`src/rtl/rcl_result_tally.sv`:
```
// Result-class tally: counts circle/line relation codes over fixed frames and
// streams each frame's four tallies as a 4-beat valid/ready report.

// One class tally. Clears on frame end; exposes the count including this
// cycle's increment so the frame snapshot sees the final result.
module rcl_tally_lane #(
  parameter int CNT_W = 5
) (
  input  logic             clk,
  input  logic             rst,
  input  logic             inc,
  input  logic             clr,
  output logic [CNT_W-1:0] nxt
);
  logic [CNT_W-1:0] cnt;

  assign nxt = cnt + CNT_W'(inc);

  // Live tally: restart at zero after a frame end, otherwise count hits
  always_ff @(posedge clk or posedge rst) begin
    if (rst)      cnt <= '0;
    else if (clr) cnt <= '0;
    else if (inc) cnt <= nxt;
  end
endmodule

module rcl_result_tally #(
  parameter int FRAME_LEN = 16,
  parameter int CNT_W     = 5
) (
  input  logic             clk,
  input  logic             rst,
  input  logic             in_valid,
  input  logic [1:0]       in_class,
  output logic             out_valid,
  input  logic             out_ready,
  output logic [CNT_W-1:0] out_data,
  output logic [1:0]       out_beat,
  output logic             out_last,
  output logic             busy,
  output logic             overflow
);
  localparam int NUM_LANES = 4;
  localparam int FC_W      = $clog2(FRAME_LEN);

  typedef enum logic {IDLE, REPORT} state_t;

  state_t                             state, state_n;
  logic [1:0]                         beat, beat_n;
  logic [FC_W-1:0]                    frame_cnt;
  logic [NUM_LANES-1:0][CNT_W-1:0]    live_nxt;
  logic [NUM_LANES-1:0][CNT_W-1:0]    snap;
  logic                               frame_end, accept, load, ovf_set;

  assign frame_end = in_valid && (frame_cnt == FC_W'(FRAME_LEN - 1));
  assign accept    = (state == REPORT) && out_ready;

  // Position within the current frame; wraps on frame end with no gap cycle
  always_ff @(posedge clk or posedge rst) begin
    if (rst)            frame_cnt <= '0;
    else if (frame_end) frame_cnt <= '0;
    else if (in_valid)  frame_cnt <= frame_cnt + 1'b1;
  end

  genvar g;
  generate
    for (g = 0; g < NUM_LANES; g++) begin : g_lane
      rcl_tally_lane #(.CNT_W(CNT_W)) u_lane (
        .clk (clk),
        .rst (rst),
        .inc (in_valid && (in_class == 2'(g))),
        .clr (frame_end),
        .nxt (live_nxt[g])
      );
    end
  endgenerate

  // Report FSM next-state: a frame end only loads a new snapshot when the
  // report path is free, i.e. idle or retiring its last beat this cycle
  always_comb begin
    state_n = state;
    beat_n  = beat;
    load    = 1'b0;
    ovf_set = 1'b0;
    case (state)
      IDLE: begin
        if (frame_end) begin
          state_n = REPORT;
          beat_n  = 2'd0;
          load    = 1'b1;
        end
      end
      REPORT: begin
        if (accept) begin
          beat_n = beat + 2'd1;
          if (beat == 2'd3) begin
            if (frame_end) begin
              load   = 1'b1;
              beat_n = 2'd0;
            end else begin
              state_n = IDLE;
            end
          end
        end
        if (frame_end && !(accept && beat == 2'd3)) ovf_set = 1'b1;
      end
      default: state_n = IDLE;
    endcase
  end

  // FSM state, beat index, snapshot and sticky overflow
  always_ff @(posedge clk or posedge rst) begin
    if (rst) begin
      state    <= IDLE;
      beat     <= 2'd0;
      snap     <= '0;
      overflow <= 1'b0;
    end else begin
      state <= state_n;
      beat  <= beat_n;
      if (load)    snap     <= live_nxt;
      if (ovf_set) overflow <= 1'b1;
    end
  end

  assign out_valid = (state == REPORT);
  assign busy      = (state == REPORT);
  assign out_beat  = beat;
  assign out_last  = out_valid && (beat == 2'd3);
  assign out_data  = out_valid ? snap[beat] : '0;
endmodule

```
`config.mk`:
```
export PLATFORM = sky130hd
export DESIGN_NAME = rcl_result_tally
export DESIGN_NICKNAME = d
export VERILOG_FILES = /design/src/rtl/rcl_result_tally.sv
export SDC_FILE = /design/constraint.sdc
export NUM_CORES = 1
export LEC_CHECK = 0
export CORE_ASPECT_RATIO = 1.4
export CORE_UTILIZATION = 50
export CTS_BUF_LIST = sky130_fd_sc_hd__clkbuf_4 sky130_fd_sc_hd__clkbuf_8 sky130_fd_sc_hd__clkbuf_16
export DETAILED_ROUTE_END_ITERATION = 10
export HOLD_SLACK_MARGIN = 0.15
export PLACE_DENSITY = 0.7
export SYNTH_ARGS = -nofsm -noshare
export SYNTH_HDL_FRONTEND = slang
export SYNTH_SLANG_ARGS = --single-unit
```
`constraint.sdc`:
```
create_clock -name clk -period 2.8 [get_ports clk]
set_input_delay 0.56 -clock clk [delete_from_list [all_inputs] [get_ports clk]]
set_output_delay 0.56 -clock clk [all_outputs]
set_load 0.02 [all_outputs]
```
**After elaboration in Yosys (flattened, before gate mapping)**

Cells that the tools add are included.

- Input port bits: 6
- Output and inout port bits: 11
- Logic and storage cells: 71
- Bits in registers: 48

- Add/sub/neg operators: 6
- $lt $le $gt $ge: 1
- Multiplexer cells: 27
- Equal/unequal tests: 7
- Bitwise operators: 1
- Reduce and logical (&&, ||, !) cells: 17

Operators by type and width:

| operator | number |
|---|---|
| two-way mux 5 bit | 10 |
| adder 5 x 1 -> 5 bit | 4 |
| binary-select mux 5 bit (select 2 bit) | 1 |
| nonzero test 2 bit | 5 |
| logical AND 1 bit | 9 |
| two-way mux 2 bit | 4 |
| two-way mux 4 bit | 2 |
| two-way mux 1 bit | 7 |
| equality test 2 bit, second input constant | 3 |
| adder 4 x 1 -> 4 bit, second input constant | 1 |
| equality test 4 bit, second input constant | 1 |
| case mux 1 bit (2 select lines) | 2 |
| case mux 2 bit (2 select lines) | 1 |
| < comparator 2 x 3 -> 1 bit, second input constant | 1 |
| adder 2 x 1 -> 2 bit, second input constant | 1 |
| equality test 2 x 1 -> 1 bit, second input constant | 1 |
| logical NOT 2 bit | 1 |
| inequality test 2 x 1 -> 1 bit, second input constant | 1 |
| inequality test 2 bit, second input constant | 1 |
| AND reduction 2 bit | 1 |
| logical NOT 1 bit | 1 |
| inverter 1 bit | 1 |

**Depth between registers and ports, before layout**

Gate-level depths: netlist of the first run.

- Depth in word-level cells: 6
- Depth in mapped cells: 8
- Mapped depth without buffers: 7

**Hierarchy**

From an unflattened synthesis of the first run, not the netlist that was laid out.

- Cells, all modules: 212
- Area total of the unflattened synthesis: 2648.8 sq um

By module, submodules not included:

| module | area an instance (sq um) | sequential area each (sq um) | times used | cells each |
|---|---|---|---|---|
| rcl_result_tally | 1437.6 | 700.7 | 1 | 96 |
| rcl_tally_lane | 302.8 | 125.1 | 4 | 29 |

**Least setup slack after synthesis of the first run**

OpenSTA, ideal clock, no wires.

- Path kind: input -> register
- Start point: input port in_class[0]
- End point: register g_lane[0].u_lane.cnt[4]
- Library setup time: 78 ps
- Required time: 2722 ps
- Path slack: 715 ps
- Buffers on the path: 1
- Arrival time: 2007 ps
- Cell stages on the path: 8
- Cells stage by stage: or3b_1 buf_6 inv_1 ha_1 ha_1 nand3_1 or3_1 a21oi_1

- Word-level cells in the longest chain between the ends: 5
- Elaborated cells between the ends (all ways): 6
- Those cells by class: add/sub (1); mux (2); reduce/logical (3)

Ends and longest elaborated chain:

| what | RTL line | RTL |
|---|---|---|
| from (decl) | 34 | `input logic [1:0] in_class,` |
| logical NOT 2 bit (*) | 71 | `.inc (in_valid && (in_class == 2'(g))),` |
| logical AND 1 bit (*) | 71 |  |
| adder 5 x 1 -> 5 bit | 17 | `assign nxt = cnt + CNT_W'(inc);` |
| two-way mux 5 bit | 23 | `else if (inc) cnt <= nxt;` |
| two-way mux 5 bit | 22 | `else if (clr) cnt <= '0;` |
| to (signal assigned) | 23 |  |
| to (decl) | 15 | `logic [CNT_W-1:0] cnt;` |

Mark *: on every way between the ends. The rest lies on a longest branch, timed or not. The select of a mux whose other input is x is not followed.
A chain may end at the register's enable or synchronous reset.

**Final worst setup path of the first run**

- Start point: register beat[0], in the netlist out_beat[0]
- End point: output port out_data[2]

- Word-level cells in the longest chain between the ends: 3

Ends and longest elaborated chain:

| what | RTL line | RTL |
|---|---|---|
| from (decl) | 49 | `logic [1:0] beat, beat_n;` |
| from (signal assigned) | 120 | `beat <= beat_n;` |
| binary-select mux 5 bit (select 2 bit) | 130 | `assign out_data = out_valid ? snap[beat] : '0;` |
| two-way mux 5 bit (implied by the code) | 130 |  |
| two-way mux 5 bit | 130 |  |
| to (decl) | 37 | `output logic [CNT_W-1:0] out_data,` |

No other way between the ends. The select of a mux whose other input is x is not followed.

==> results of run 1 <==
state kept, by name, indices dropped and copies added (netlist names):
name / cells
busy: 1
frame_cnt: 4
g_lane.u_lane.cnt: 20
out_beat: 2
overflow: 1
snap: 20
worst register-to-register path, delay by kind of cell, from the launching register on:
kind | cells | cell delay (ns)
and+or+nand+nor | 1 | 0.11
DFF | 1 | 0.54
buffers and inverters | 1 | 0.29
AOI/OAI and AO/OA | 1 | 0.13
adders and majority gates | 1 | 0.26
muxes | 1 | 0.39
cells by family after synthesis:
group / count (synthesis) / synth area share
mux: 34 / 0.177
simple gates: 53 / 0.122
buf+inv: 16 / 0.0316
compound gates: 26 / 0.0595
fa+ha+maj: 10 / 0.0517
flops: 48 / 0.497
xor+xnor: 17 / 0.0616
layout make-up:
type,instances,area share
Clock inverter,3,0.0246
Tap cell,62,0.0277
Multi-Input combinational cell,140,0.407
Sequential cell,48,0.429
Inverter,6,0.00804
Timing Repair Buffer,24,0.0786
Clock buffer,5,0.0246
power groups by stage:
stage	Sequential [uW]	Combinational, uW	Clock, uW
detailed placement	994	502	0
floorplan	954	354	0
global route	1010	551	641
CTS	980	505	612
global placement	980	473	0
finish	980	496	598
cell usage after synthesis (2+ instances only):
library cell	number	area, um^2
clkbuf_1	4	15.0
nand4b_1	2	17.5
nand4_1	3	18.8
mux2i_1	8	80.1
buf_2	4	20.0
a21oi_1	10	50.1
nand3b_2	2	22.5
o21ai_0	11	55.1
xnor2_1	10	87.6
nand2_1	5	18.8
mux4_2	5	113
mux2_2	21	236
o211ai_1	2	15.0
or3_1	9	56.3
ha_1	10	125
nand3_1	10	50.1
dfrtp_1	48	1200
xor2_1	7	61.3
nor2_1	13	48.8
inv_1	6	22.5
and2_1	6	37.5
per-layer routing:
layer | GRT usage | vias to the layer above | share of wire
li1 | - | 762 | -
met1 | 0.282 | 811 | 0.42
met2 | 0.361 | 18 | 0.54
met3 | 0.0370 | 9 | 0.018
met4 | 0.0826 | 0 | 0.020
met5 | 0 | - | 0
how the worst max path moves through the flow:
stage / to / slack, ns / cells past startpoint
finish: out_data[2] / 0.16 / 3
global route: out_data[2] / 0.08 / 3
CTS: out_data[2] / 0.005 / 3
detailed placement: g_lane[0].u_lane.cnt[4] / 0.12 / 8
global placement: g_lane[0].u_lane.cnt[4] / 0.22 / 8
floorplan: g_lane[0].u_lane.cnt[4] / 0.71 / 8
through the flow:
step	instance area, um^2	power, uW
final	2800	2070
after global routing	2800	2200
after CTS	2800	2100
after detailed placement	2660	1500
after global placement	2660	1450
after floorplan	2420	1310
==> flow_metrics.env, run 1 <==
export IMPL_cts_buffers=5
export IMPL_setup_viol=0
export IMPL_portBuffers=16
export IMPL_min_delay_start="overflow"
export IMPL_arrival_ns=2.08
export IMPL_clockRootBuffer="clkbuf_8"
export IMPL_synth_edf_count=0
export IMPL_dpl_hpwl_um=3510
export IMPL_synth_seq_cells=48
export IMPL_ir_drop_v=0.000428
export IMPL_startpoint="out_beat[0]"
export IMPL_nets=241
export IMPL_clkPwrFrac=0.288
export IMPL_cts_buffer_depth=2
export IMPL_start_util=0.529
export IMPL_power_frac_comb=0.239
export IMPL_ys_seq_area_frac=0.497
export IMPL_finClkSkew_ns=0.0103
export IMPL_timing_max_transition_violations_final=0
export IMPL_final_common_cell="dfrtp_1"
export IMPL_p_int_uw=1460
export IMPL_fp_dieW_um=60.8
export IMPL_crit_fanout=9
export IMPL_mappedNetlistNets=220
export IMPL_async_flop_share=1.00
export IMPL_final_cell_mix="dfrtp_1 (47), mux2_2 (21), clkdlybuf4s50_1 (16)"
export IMPL_holdWs_ns=0.470
export IMPL_grtUsageTotal=0.219
export IMPL_path_delay_family="multiplexers"
export IMPL_first_global_vias=1656
export IMPL_seqCellArea_um2=1200
export IMPL_multi_input_area_um2=1140
export IMPL_final_cells=288
export IMPL_firstDrtPassIters=4
export IMPL_postCtsSetupBuffers=0
export IMPL_wire_per_inst_um=16.5
export IMPL_slowest_delay_ns=0.53
export IMPL_num_vias=1600
export IMPL_min_to="overflow"
export IMPL_finalSetupTns_ns=0
export IMPL_die_area_um2=5120
export IMPL_drt_wl_total_um=4740
export IMPL_n_antenna_cell=0
export IMPL_setup_slack_ns=0.161
export IMPL_power_density_nw_per_um2=741
export IMPL_placed_cells=280
export IMPL_status="completed"
export IMPL_cp_required_ns=2.24
export IMPL_grt_setup_unrepaired="no"
export IMPL_row_count=29
export IMPL_hold_path_depth=1
export IMPL_fin_crit_ns=2.64
export IMPL_netlist_area_um2=2420
export IMPL_crit_path_top_delay_cell="mux4_2"
export IMPL_rr_worst_depth=5
export IMPL_fillers=392
export IMPL_grt_pass1_wl_um=8220
export IMPL_grt_max_degree=49
export IMPL_worst_path_buf_inv=1
export IMPL_antenna_found_initial=0
export IMPL_start_kind="flip-flop"
export IMPL_cts_hold_buf=0
export IMPL_path_clk_slew_ns=0.09
export IMPL_globalplace_congestion=0.839
export IMPL_hold_viol_final=0
export IMPL_cts_tree="done"
export IMPL_cts_resized=0
export IMPL_leakage_uw=0.00139
export IMPL_end_kind="primary output"
export IMPL_htreeDepth=2
export IMPL_worst_r2r_startpoint="out_beat[1]"
export IMPL_areaGrowthSynthToFinish_pct=15.8
export IMPL_cap_violations=0
export IMPL_critical_path_class="reg -> out"
export IMPL_grt_overflow_total=0
export IMPL_clk_latency_ns=0.31
export IMPL_max_slew_margin_rel=0.604
export IMPL_seq_power_share=0.472
export IMPL_route_detailed_drc=0
export IMPL_fin_crit_sh=0.943
export IMPL_die_h_um=84.3
export IMPL_ys_types=29
export IMPL_sw_frac_of_total=0.298
export IMPL_synth_flop_cell="dfrtp_1"
export IMPL_postRouteAntennaNets=0
export IMPL_tightest_slew_ns=0.594
export IMPL_syn_mean_instance_area_um2=11.9
export IMPL_cp_cell_sequence="mux4_2 -> and2_1 -> clkdlybuf4s50_1"
export IMPL_holdCritPathClass="reg -> reg"
export IMPL_finish_utilization=0.613
export IMPL_max_freq_ghz=0.379
export IMPL_vias_per_cell=5.56
export IMPL_drtIter0Drc=92
export IMPL_cts_sinks=48
export IMPL_yosysWarnings=0
export IMPL_syn_inst=204
export IMPL_core_area_um2=4570
export IMPL_layout_drive_gt1_share=0.208
export IMPL_reg2reg_slack_ns=0.96
export IMPL_ioPinCount=17
export IMPL_dp_slack_ns=0.116
export IMPL_p_switching_uw=618
export IMPL_r2r_end="snap[14]"
Note: power is estimated with default switching activity, not from simulation.
==> run 2: changes to the inputs <==
--- a/config.mk
+++ b/config.mk
@@ -11,6 +11,7 @@
 export DETAILED_ROUTE_END_ITERATION = 10
 export HOLD_SLACK_MARGIN = 0.15
 export PLACE_DENSITY = 0.7
+export REMOVE_ABC_BUFFERS = 1
 export SYNTH_ARGS = -nofsm -noshare
 export SYNTH_HDL_FRONTEND = slang
 export SYNTH_SLANG_ARGS = --single-unit
==> run 2 against run 1 <==
Effect of this change: register-to-register slack better by 0.04 ns; highest routed layer unchanged; critical path depth stayed put; flip-flop and latch count stayed put; total power is 10% lower; clock power is 34% lower; hold slack worse by 0.0067 ns; final cell count is 0.35% lower; largest cell class unchanged; global-route usage is 1.6 points lower.
==> flow_metrics.env, run 2 (same netlist as run 1, synthesis figures left out) <==
export IMPL_status="completed"
export IMPL_n_antenna_cell=0
export IMPL_nets=241
export IMPL_postCtsSetupBuffers=0
export IMPL_fillers=404
export IMPL_end_kind="primary output"
export IMPL_vias_per_cell=5.46
export IMPL_num_vias=1567
export IMPL_cap_violations=0
export IMPL_wire_per_inst_um=15.2
export IMPL_layout_drive_gt1_share=0.204
export IMPL_ioPinCount=17
export IMPL_start_util=0.529
export IMPL_timing_max_transition_violations_final=0
export IMPL_grt_pass1_wl_um=7680
export IMPL_drtIter0Drc=82
export IMPL_cts_buffers=5
export IMPL_critical_path_class="reg -> out"
export IMPL_grt_overflow_total=0
export IMPL_core_area_um2=4570
export IMPL_cts_hold_buf=0
export IMPL_dpl_hpwl_um=3330
export IMPL_die_area_um2=5120
export IMPL_finClkSkew_ns=0.00322
export IMPL_power_density_nw_per_um2=679
export IMPL_finalSetupTns_ns=0
export IMPL_hold_viol_final=0
export IMPL_leakage_uw=0.00136
export IMPL_die_h_um=84.3
export IMPL_drt_wl_total_um=4360
export IMPL_postRouteAntennaNets=0
export IMPL_first_global_vias=1646
export IMPL_reg_top3="g_lane.u_lane.cnt x20, snap x20, frame_cnt x4"
export IMPL_path_clk_slew_ns=0.08
export IMPL_worst_path_buf_inv=1
export IMPL_globalplace_congestion=0.766
export IMPL_final_common_cell="dfrtp_1"
export IMPL_clockRootBuffer="clkbuf_8"
export IMPL_cp_required_ns=2.24
export IMPL_clk_latency_ns=0.30
export IMPL_grt_max_degree=25
export IMPL_fin_crit_sh=0.927
export IMPL_arrival_ns=2.04
export IMPL_row_count=29
export IMPL_grt_setup_unrepaired="no"
export IMPL_start_kind="flip-flop"
export IMPL_max_slew_margin_rel=0.765
export IMPL_cts_sinks=48
export IMPL_areaGrowthSynthToFinish_pct=13.5
export IMPL_cp_cell_sequence="mux4_2 -> and2_1 -> clkdlybuf4s50_1"
export IMPL_antenna_found_initial=0
export IMPL_setup_slack_ns=0.203
export IMPL_setup_viol=0
export IMPL_slowest_delay_ns=0.54
export IMPL_crit_path_top_delay_cell="clkdlybuf4s50_1"
export IMPL_htreeDepth=2
export IMPL_ir_drop_v=0.000345
export IMPL_grtUsageTotal=0.203
export IMPL_cts_resized=0
export IMPL_dp_slack_ns=0.105
export IMPL_place_area_um2=2660
export IMPL_final_cells=287
export IMPL_finish_utilization=0.600
export IMPL_fin_area_um2=2750
export IMPL_final_cell_mix="dfrtp_1 (47), mux2_2 (21), clkdlybuf4s50_1 (16)"
export IMPL_portBuffers=16
export IMPL_path_delay_family="buffers and inverters"
export IMPL_cts_buffer_depth=2
export IMPL_max_freq_ghz=0.385
export IMPL_cts_tree="done"
export IMPL_placed_cells=280
export IMPL_tightest_slew_ns=0.352
export IMPL_route_detailed_drc=0
export IMPL_holdCritPathClass="reg -> reg"
export IMPL_crit_fanout=9
export IMPL_firstDrtPassIters=4
export IMPL_fin_crit_ns=2.60
export IMPL_fp_dieW_um=60.8
## run 2: cell types whose count changed in the layout (fill, tap and decap cells not counted)
cell / before / now
clkinv_2: 0 / 1
clkbuf_4: 0 / 1
bufinv_16: 2 / 0
inv_6: 1 / 0
## run 2: per-layer routing
metal,wire (um),share of wire,vias to the layer above,GRT usage
li1,-,-,761,-
met1,1930,0.44,774,0.257
met2,2260,0.52,26,0.343
met3,104,0.024,6,0.0370
met4,65,0.015,0,0.0682
met5,0,0,-,0
## run 2: final cells by class
class,instances,area [um^2],share of cell area
Clock buffer,6,76.3,0.0278
Clock inverter,1,5.00,0.00182
Inverter,6,22.5,0.00820
Multi-Input combinational cell,140,1140,0.416
Sequential cell,48,1200,0.438
Tap cell,62,77.6,0.0283
Timing Repair Buffer,24,220,0.0802
## run 2: worst paths after layout
check | startpoint | endpoint | slack, ns | depth (start not counted)
setup / recovery | out_beat[0] | out_data[1] | 0.20 | 3
hold reg to reg | overflow | overflow | 0.46 | 1
min in group asynchronous | rst | frame_cnt[0] | 0.54 | 2
max in group asynchronous | rst | g_lane[0].u_lane.cnt[3] | 1.68 | 3
setup reg to reg | out_beat[1] | snap[6] | 1.00 | 5
hold / removal | overflow | overflow | 0.46 | 1
## run 2: report_power, final
part | internal [uW] | switching [uW] | total (uW)
logic | 269 | 222 | 491
registers | 829 | 149 | 978
clock network | 180 | 214 | 394
total | 1280 | 585 | 1860
## run 2: stage by stage
| step | total power (uW) | hold slack [ns] |
|---|---|---|
| after detailed placement | 1490 | 0.452 |
| after CTS | 1880 | 0.471 |
| after global routing | 1980 | 0.476 |
| final | 1860 | 0.463 |
| after floorplan | 1290 | 0.464 |
| after global placement | 1450 | 0.440 |
